File: src/rtl/rs232_pkg.sv
// Shared definitions for the RS-232 transmit arbiter.
//   arb_state_e   : arbiter FSM states
//   NREQ_DEFAULT  : default number of requesters
//   OWNER_W       : owner index width for the default requester count
package rs232_pkg;

    typedef enum logic [1:0] {
        StIdle,
        StStart,
        StSkip,
        StDrain
    } arb_state_e;

    localparam int unsigned NREQ_DEFAULT = 4;
    localparam int unsigned OWNER_W      = $clog2(NREQ_DEFAULT);

endpackage

File: src/rtl/rs232_tx_arbiter_rr_pick.sv
// Combinational round-robin search.
//   req   : request vector
//   start : index searched first; the search wraps from N-1 to 0
//   gnt   : one-hot grant of the first set request found
//   idx   : binary index of that request
//   any   : at least one request is set
module rr_pick #(
    parameter int unsigned N = 4,
    parameter int unsigned W = $clog2(N)
) (
    input  logic [N-1:0] req,
    input  logic [W-1:0] start,
    output logic [N-1:0] gnt,
    output logic [W-1:0] idx,
    output logic         any
);

    int unsigned cand;

    always_comb begin
        gnt  = '0;
        idx  = '0;
        any  = 1'b0;
        cand = 0;
        for (int unsigned off = 0; off < N; off++) begin
            cand = (32'(start) + off) % N;
            if (!any && req[cand]) begin
                gnt[cand] = 1'b1;
                idx       = W'(cand);
                any       = 1'b1;
            end
        end
    end

endmodule

File: src/rtl/rs232_tx_arbiter.sv
// Arbitrates NREQ byte sources onto one serial transmitter, with optional
// multi-byte locking and a forced release when a lock holder goes quiet.
//   clock, reset  : clock and synchronous active-high reset
//   req_valid     : per-requester byte offered
//   req_data      : per-requester byte, requester i in bits [8i+7:8i]
//   req_lock      : offered byte is not the last of a message
//   req_ready     : one-hot accept strobe (combinational)
//   tx_data       : byte handed to the transmitter
//   tx_start      : one-cycle launch pulse for the transmitter
//   tx_busy       : transmitter is shifting
//   owner         : lock holder, or last granted requester
//   locked        : owner holds a lock
//   lock_timeout  : one-cycle pulse when a lock is forcibly released
module rs232_tx_arbiter
    import rs232_pkg::*;
#(
    parameter int unsigned NREQ         = NREQ_DEFAULT,
    parameter int unsigned LOCK_TIMEOUT = 65535
) (
    input  logic                    clock,
    input  logic                    reset,
    input  logic [NREQ-1:0]         req_valid,
    input  logic [8*NREQ-1:0]       req_data,
    input  logic [NREQ-1:0]         req_lock,
    output logic [NREQ-1:0]         req_ready,
    output logic [7:0]              tx_data,
    output logic                    tx_start,
    input  logic                    tx_busy,
    output logic [$clog2(NREQ)-1:0] owner,
    output logic                    locked,
    output logic                    lock_timeout
);

    localparam int unsigned OwnerW = $clog2(NREQ);
    localparam int unsigned CntW   = 20;
    localparam logic [CntW-1:0] TmoLast = CntW'(LOCK_TIMEOUT - 1);

    arb_state_e        state;
    logic [CntW-1:0]   tmo_cnt;

    logic [OwnerW-1:0] rr_start;
    logic [NREQ-1:0]   pick_gnt;
    logic [OwnerW-1:0] pick_idx;
    logic              pick_any;

    logic [NREQ-1:0]   win_gnt;
    logic [OwnerW-1:0] win_idx;
    logic              win_valid;
    logic [7:0]        win_byte;
    logic              grant_ok;
    logic              transfer;

    // Search starts just past the last owner so every requester gets a turn.
    assign rr_start = (owner == OwnerW'(NREQ - 1)) ? '0 : owner + 1'b1;

    rr_pick #(
        .N (NREQ),
        .W (OwnerW)
    ) u_rr_pick (
        .req   (req_valid),
        .start (rr_start),
        .gnt   (pick_gnt),
        .idx   (pick_idx),
        .any   (pick_any)
    );

    // A held lock bypasses round-robin: only the owner may be granted.
    always_comb begin
        win_gnt   = '0;
        win_idx   = owner;
        win_valid = 1'b0;
        win_byte  = 8'h00;
        if (locked) begin
            win_valid      = req_valid[owner];
            win_gnt[owner] = req_valid[owner];
        end else begin
            win_valid = pick_any;
            win_idx   = pick_idx;
            win_gnt   = pick_gnt;
        end
        for (int unsigned i = 0; i < NREQ; i++) begin
            if (win_idx == OwnerW'(i)) begin
                win_byte = req_data[8*i +: 8];
            end
        end
    end

    assign grant_ok  = (state == StIdle) && !tx_busy && !reset;
    assign req_ready = grant_ok ? win_gnt : '0;
    assign transfer  = grant_ok && win_valid;

    always_ff @(posedge clock) begin
        if (reset) begin
            state        <= StIdle;
            owner        <= OwnerW'(NREQ - 1);
            locked       <= 1'b0;
            lock_timeout <= 1'b0;
            tx_start     <= 1'b0;
            tx_data      <= 8'h00;
            tmo_cnt      <= '0;
        end else begin
            tx_start     <= 1'b0;
            lock_timeout <= 1'b0;
            if (!locked) begin
                tmo_cnt <= '0;
            end
            case (state)
                StIdle: begin
                    // A transfer from the owner always beats the timeout.
                    if (transfer) begin
                        tx_data  <= win_byte;
                        owner    <= win_idx;
                        locked   <= req_lock[win_idx];
                        tmo_cnt  <= '0;
                        tx_start <= 1'b1;
                        state    <= StStart;
                    end else if (locked && !req_valid[owner]) begin
                        if (tmo_cnt == TmoLast) begin
                            locked       <= 1'b0;
                            lock_timeout <= 1'b1;
                            tmo_cnt      <= '0;
                        end else begin
                            tmo_cnt <= tmo_cnt + 1'b1;
                        end
                    end
                end
                StStart: state <= StSkip;
                // tx_busy only rises the cycle after tx_start, so it is not
                // trusted until one cycle later.
                StSkip:  state <= StDrain;
                StDrain: begin
                    if (!tx_busy) begin
                        state <= StIdle;
                    end
                end
                default: state <= StIdle;
            endcase
        end
    end

endmodule

File: config.mk
export PLATFORM = sky130hd
export DESIGN_NAME = rs232_tx_arbiter
export DESIGN_NICKNAME = d
export VERILOG_FILES = /design/src/rtl/rs232_pkg.sv /design/src/rtl/rs232_tx_arbiter_rr_pick.sv /design/src/rtl/rs232_tx_arbiter.sv
export SDC_FILE = /design/constraint.sdc
export NUM_CORES = 1
export LEC_CHECK = 0
export CAP_MARGIN = 30
export CORE_UTILIZATION = 42
export DETAILED_ROUTE_END_ITERATION = 6
export PLACE_DENSITY = 0.78
export SLEW_MARGIN = 20
export SYNTH_ARGS = -nofsm -noshare
export SYNTH_HDL_FRONTEND = slang
export SYNTH_SLANG_ARGS = --single-unit
File: constraint.sdc
create_clock -name clock -period 4.5 [get_ports clock]
set_input_delay 1.35 -clock clock [delete_from_list [all_inputs] [get_ports clock]]
set_output_delay 1.35 -clock clock [all_outputs]
set_load 0.02 [all_outputs]
==> results of run 1 <==
-- what timing repair did --
action / CTS / global route
setup endpoints to repair: 4 / 4
pin swaps: 5 / 2
resized for setup: 35 / 3
setup buffers: 0 / 1
-- synth_stat cells, types with 5 or more instances --
cell       instances
nand2_1           51
inv_1             13
dfxtp_1           35
a21oi_1           24
a21boi_0           8
mux2i_1           11
nor2_1            25
ha_1              13
nor3_1            10
nand3b_1           8
o2111ai_1          8
nand4_1            5
nand3_1           18
a31oi_1            5
a221oi_1           5
clkbuf_1          11
o21ai_0           23
-- registers in the layout (all words and copies together) (netlist names) --
register,flops
state,2
lock_timeout,1
tx_data,8
tmo_cnt,20
tx_start,1
owner,2
locked,1
-- per-layer routing --
layer	vias up	routed length, um	global-route usage
met5	-	0	0
met4	0	248	0.105
met3	28	312	0.0258
met2	87	3740	0.416
met1	1334	3210	0.294
li1	1410	-	-
-- final cells by class --
class	count	share of cell area
Multi-Input combinational cell	273	0.508
Sequential cell	35	0.198
Tap cell	75	0.0265
Inverter	14	0.0148
Timing Repair Buffer	89	0.225
Clock buffer	8	0.0282
-- power by group --
part / internal [mW] / leakage [nW] / total (mW) / switching, mW
Combinational: 0.384 / 0.995 / 0.847 / 0.463
Sequential: 0.345 / 0.284 / 0.376 / 0.0309
Clock: 0.140 / 0.0515 / 0.250 / 0.110
Total: 0.869 / 1.33 / 1.47 / 0.604
-- logic make-up (layout without fill, tap and decap cells) --
family | count (synthesis) | in the layout
mux | 19 | 19
fa+ha+maj | 13 | 13
flops | 35 | 35
compound gates | 103 | 103
buf+inv | 33 | 111
simple gates | 138 | 138
-- worst paths after layout --
check / start / slack (ps) / end / cells past startpoint
worst max register to register: owner[0] / 990 / locked / 11
worst min-delay path: tx_data[4] / 470 / tx_data[4] / 2
worst max-delay path: req_valid[2] / 90 / req_ready[1] / 7
worst min register to register: tx_data[4] / 470 / tx_data[4] / 2
-- cell usage in the layout (no fill, tap or decap), types with 4 or more instances in the layout --
cell type        instances
o2111ai_1                8
a211o_1                  4
nand3b_1                 8
nor2_1                  24
o21ai_0                 22
a311oi_1                 4
ha_1                    13
buf_4                   29
o211ai_1                 4
a21oi_1                 23
clkbuf_8                 7
dfxtp_1                 35
nor3_1                   9
nand3_1                 18
clkdlybuf4s50_1         51
inv_1                   13
mux2i_1                 11
a31oi_1                  5
a21boi_0                 8
nand2_1                 51
nand4_1                  5
-- worst max-delay path, cell delays in order --
cell           delay [ps]
dlygate4sd2_1         250
buf_4                 150
mux4_2                570
buf_6                 180
a221oi_2              270
a31oi_1               120
buf_2                 170
==> reports/results.tsv, run 1 <==
stage	metric	value	unit
logic_synthesis	mappedNetlistArea	2610	um2
final_layout	seqCellArea	701	um2
placement	dp_hpwl	5.43	mm
detailed_routing	initialDrtViolationCount	186	
sta	setup_viol_count_final	0	
logic_synthesis	synth-compound-area-share	0.264	
detailed_routing	wl_per_cell	15.2	um
logic_synthesis	avgSynthCellArea	7.65	um2
worst_setup_path	crit_fanout	5	
worst_setup_path	crit_path_end_kind	output port	
grt	antenna_found_initial	0	
logic_synthesis	synth_top_family_by_area	compound AO/OA/AOI/OAI gates	
grt	grt_pass1_vias	2652	
floorplanning	ioPinCount	60	
logic_synthesis	synthCells	341	
clock_tree	cts_root_buf	clkbuf_8	
sta	whs	467	ps
sta	worst_pin_slew	591	ps
floorplanning	dieArea	6530	um2
logic_synthesis	synth_edf_count	0	
logic_synthesis	synth_top_area_share	0.268	
final_layout	drive_gt1_frac	0.143	
clock_tree	cts_sinks	35	
power	p_leak	1.33	nW
power	power-per-cell-area	415	nW/um2
sta	fin_setup_tns	0	ps
grt	grt.overflow.total	0	
outcome	status	finished, final reports clean	
final_layout	diodes	0	
final_layout	layout.nets	474	
worst_setup_path	cp.arrival	3060	ps
final_layout	syn_to_final_growth	35.9	%
sta	hold_viol	0	
sta	drv_slew	0	
clock_tree	cts_tree	built	
detailed_routing	routed_wl	7.52	mm
detailed_routing	vias	2859	
placement	io_buffers	59	
clock_tree	numCtsBuffers	5	
logic_synthesis	seq_area_frac_synth	0.268	
clock_tree	path_clk_slew	60	ps
final_layout	stdcell_count	494	
clock_tree	worstSkewPairLatency	280	ps
logic_synthesis	synthMuxAreaShare	0.0920	
sta	relSlewSlack	0.604	
logic_synthesis	synth.distinct_cells	56	
grt	grt_usage	0.239	
sta	timing.fmax	0.227	GHz
sta	layout_setup_ws	86.3	ps
sta	rsz0062_at_grt	no	
clock_tree	h-tree-depth	2	
logic_synthesis	yosysWarnings	0	
job	drv_cap	0	
worst_setup_path	critPathLaunchType	primary input	
sta	fin_crit	4410	ps
power	power	1.47	mW
power	ir_drop	0.207	mV
final_layout	fin_area	3550	um2
logic_synthesis	yosys.area.top_type	dfxtp_1	
detailed_routing	viasPerCell	5.79	
floorplanning	die_w	80.8	um
final_layout	fillers	530	
sta	skew	5.12	ps
logic_synthesis	yosys.area_share.simple	0.256	
final_layout	final_core_util	0.596	
floorplanning	rows	28	
sta	min_period_over_period	0.981	
final_layout	multi_input_area	1800	um2
floorplanning	fp.dieH	80.8	um
logic_synthesis	synth_xor_area_frac	0	
worst_setup_path	cp_data_required_time	3150	ps
placement	dp.cells	483	
detailed_routing	ant_nets	0	
grt	grt_pass1_wl	12.4	mm
worst_setup_path	worst-setup-path-type	in2out	
logic_synthesis	synth-seq-cells	35	
logic_synthesis	synth-main-ff-cell	dfxtp_1	
floorplanning	coreArea	5960	um2
detailed_routing	drc	0	
logic_synthesis	synth_area_leaders	dfxtp_1 27%, nand2_1 7.3%, ha_1 6.2%	
logic_synthesis	synthAdderAreaFrac	0.0623	
placement	placedInstanceArea	3400	um2
clock_tree	ctsLongestPathBuffers	2	
floorplanning	initial_utilization	0.438	
logic_synthesis	synth_fp_nets	397	
detailed_routing	first_pass_iters	5	
clock_tree	cts_hold_buf	0	
logic_synthesis	async_flop_share	0	
hold_path	worst_hold_path_type	reg2reg	
grt	grt_max_degree	27	
placement	place_congestion	0.900	
placement	place_ws	-654	ps
No activity file was read; power rests on OpenSTA's default activity.
==> run 2: changes to the inputs <==
--- a/config.mk
+++ b/config.mk
@@ -5,6 +5,7 @@
 export SDC_FILE = /design/constraint.sdc
 export NUM_CORES = 1
 export LEC_CHECK = 0
+export ABC_CLOCK_PERIOD_IN_PS = 4500
 export CAP_MARGIN = 30
 export CORE_UTILIZATION = 42
 export DETAILED_ROUTE_END_ITERATION = 6
==> results of run 2 <==
Final layout, timing and power as in run 1 (identical DEF).
==> run 3: changes to the inputs <==
--- a/config.mk
+++ b/config.mk
@@ -10,7 +10,8 @@
 export CORE_UTILIZATION = 42
 export DETAILED_ROUTE_END_ITERATION = 6
 export PLACE_DENSITY = 0.78
-export SLEW_MARGIN = 20
+export SKIP_CTS_REPAIR_TIMING = 1
+export SLEW_MARGIN = 30
 export SYNTH_ARGS = -nofsm -noshare
 export SYNTH_HDL_FRONTEND = slang
 export SYNTH_SLANG_ARGS = --single-unit
==> reports/results.tsv, run 3 (same netlist as run 1, synthesis figures left out) <==
stage	metric	value	unit	change
outcome	status	finished, final reports clean		
hold_path	worst_hold_path_type	reg2reg		
worst_setup_path	worst-setup-path-type	in2out		
worst_setup_path	slowest_delay	550	ps	-20 ps
final_layout	layout_common_cells	51 x nand2_1, 51 x clkdlybuf4s50_1, 35 x dfxtp_1		
worst_setup_path	crit_family	buffers and inverters		
final_layout	largest_reg_flops	20		unchanged
sta	min_period_over_period	0.971		-0.00945
floorplanning	dieArea	6530	um2	unchanged
worst_setup_path	cp.arrival	3020	ps	-40 ps
placement	place_congestion	0.900		unchanged
clock_tree	numCtsBuffers	5		unchanged
sta	skew	5.56	ps	+0.442 ps
detailed_routing	initialDrtViolationCount	140		-25%
clock_tree	cts_root_buf	clkbuf_8		
floorplanning	coreArea	5960	um2	unchanged
floorplanning	fp.dieH	80.8	um	unchanged
detailed_routing	viasPerCell	5.77		-0.26%
clock_tree	cts_tree	built		
placement	placedInstanceArea	3400	um2	unchanged
clock_tree	cts_sinks	35		unchanged
clock_tree	ctsLongestPathBuffers	2		unchanged
power	ir_drop	0.212	mV	+2.7%
sta	fin_crit	4370	ps	-42.5 ps
sta	worst_pin_slew	664	ps	+72.4 ps
worst_setup_path	cp_cell_sequence	dlymetal6s2s_1, buf_4, mux4_2, buf_6, a221oi_2, a31oi_1, clkbuf_2		
worst_setup_path	critPathLaunchType	primary input		
detailed_routing	routed_wl	7.47	mm	-0.60%
placement	io_buffers	59		unchanged
final_layout	stdcell_count	492		-0.40%
sta	drv_slew	0		unchanged
final_layout	regMostFlops	tmo_cnt		
floorplanning	initial_utilization	0.438		unchanged
final_layout	diodes	0		unchanged
final_layout	fin_area	3560	um2	+0.39%
detailed_routing	first_pass_iters	5		unchanged
placement	dp.cells	483		unchanged
sta	hold_viol	0		unchanged
worst_setup_path	crit_path_end_kind	output port		
floorplanning	rows	28		unchanged
worst_setup_path	cp_data_required_time	3150	ps	about the same
detailed_routing	wl_per_cell	15.2	um	-0.19%
floorplanning	die_w	80.8	um	unchanged
grt	grt_pass1_wl	12.0	mm	-2.6%
sta	rsz0062_at_grt	no		
grt	grt.overflow.total	0		unchanged
placement	dp_hpwl	5.43	mm	unchanged
sta	timing.fmax	0.229	GHz	+0.97%
worst_setup_path	crit_slowest_cell	mux4_2		
grt	grt_usage	0.232		-0.00639
final_layout	biggestRegsByFlops	tmo_cnt x20, tx_data x8		
grt	grt_pass1_vias	2612		-1.5%
detailed_routing	drc	0		unchanged
final_layout	layout.nets	472		-0.42%
power	p_leak	1.35	nW	+1.6%
clock_tree	h-tree-depth	2		unchanged
worst_setup_path	crit_fanout	8		+3
grt	grt_max_degree	27		unchanged
final_layout	fillers	534		+0.75%
worst_setup_path	cp.buffers_inverters	4		unchanged
floorplanning	ioPinCount	60		unchanged
clock_tree	path_clk_slew	70	ps	about the same
detailed_routing	vias	2840		-0.66%
final_layout	syn_to_final_growth	36.4	%	
power	power-per-cell-area	414	nW/um2	-0.36%
detailed_routing	ant_nets	0		unchanged
grt	antenna_found_initial	0		unchanged
clock_tree	worstSkewPairLatency	290	ps	about the same
sta	relSlewSlack	0.557		-0.0473
job	drv_cap	0		unchanged
sta	setup_viol_count_final	0		unchanged
final_layout	drive_gt1_frac	0.144		+0.000687
==> run 3: changes by cell type in the layout (fill, tap and decap cells not counted), sizes merged <==
cell          before  now
dlygate4sd2        3    0
buf               34   31
dlymetal6s2s       0    4
==> run 3: path summary, 6_finish.rpt <==
check | start | endpoint | slack (ps) | depth (start not counted)
worst max-delay path | req_valid[3] | req_ready[0] | 130 | 7
worst min-delay path | tx_data[4] | tx_data[4] | 470 | 2
worst min register to register | tx_data[4] | tx_data[4] | 470 | 2
worst max register to register | owner[0] | tx_data[6] | 1010 | 12
==> run 3: worst register-to-register path, delay by kind of cell (launching register included) <==
family | cells | cell delay [ps]
multiplexers | 2 | 560
buffers and inverters | 4 | 820
adder cells (fa/ha/maj) | 1 | 290
flip-flops | 1 | 490
AND/OR/NAND/NOR | 2 | 390
AO/OA/AOI/OAI | 3 | 820
==> run 3: cell type report <==
type	instances	area, um2	area share
clock buffer	8	100	0.0281
inverter	14	52.6	0.0148
multi-input combinational	273	1810	0.507
sequential	35	701	0.197
tap	75	93.8	0.0264
timing repair buffer	87	807	0.227
==> run 3: per-layer routing <==
metal | up-vias | global-route usage | part of all wire
met4 | 0 | 0.0929 | 0.021
met2 | 89 | 0.403 | 0.51
li1 | 1406 | - | -
met3 | 15 | 0.0258 | 0.038
met1 | 1330 | 0.292 | 0.43
met5 | - | 0 | 0
==> run 3: power breakdown <==
part	switching (mW)	internal, mW	total, mW
Combinational	0.464	0.382	0.846
Clock	0.112	0.140	0.252
Sequential	0.0306	0.345	0.376
==> run 3: through the flow <==
step                      hold WS [ps]   util  worst slack, ps  TNS (ps)  power (mW)
after floorplan                    435      -              203         0       0.925
after global placement             449  0.571             -578     -2290        1.18
after detailed placement           456  0.571             -654     -2530        1.19
after CTS                          473  0.588             -679     -2580        1.44
after global routing               513  0.598             71.3         0        1.57
final                              467  0.598              129         0        1.47
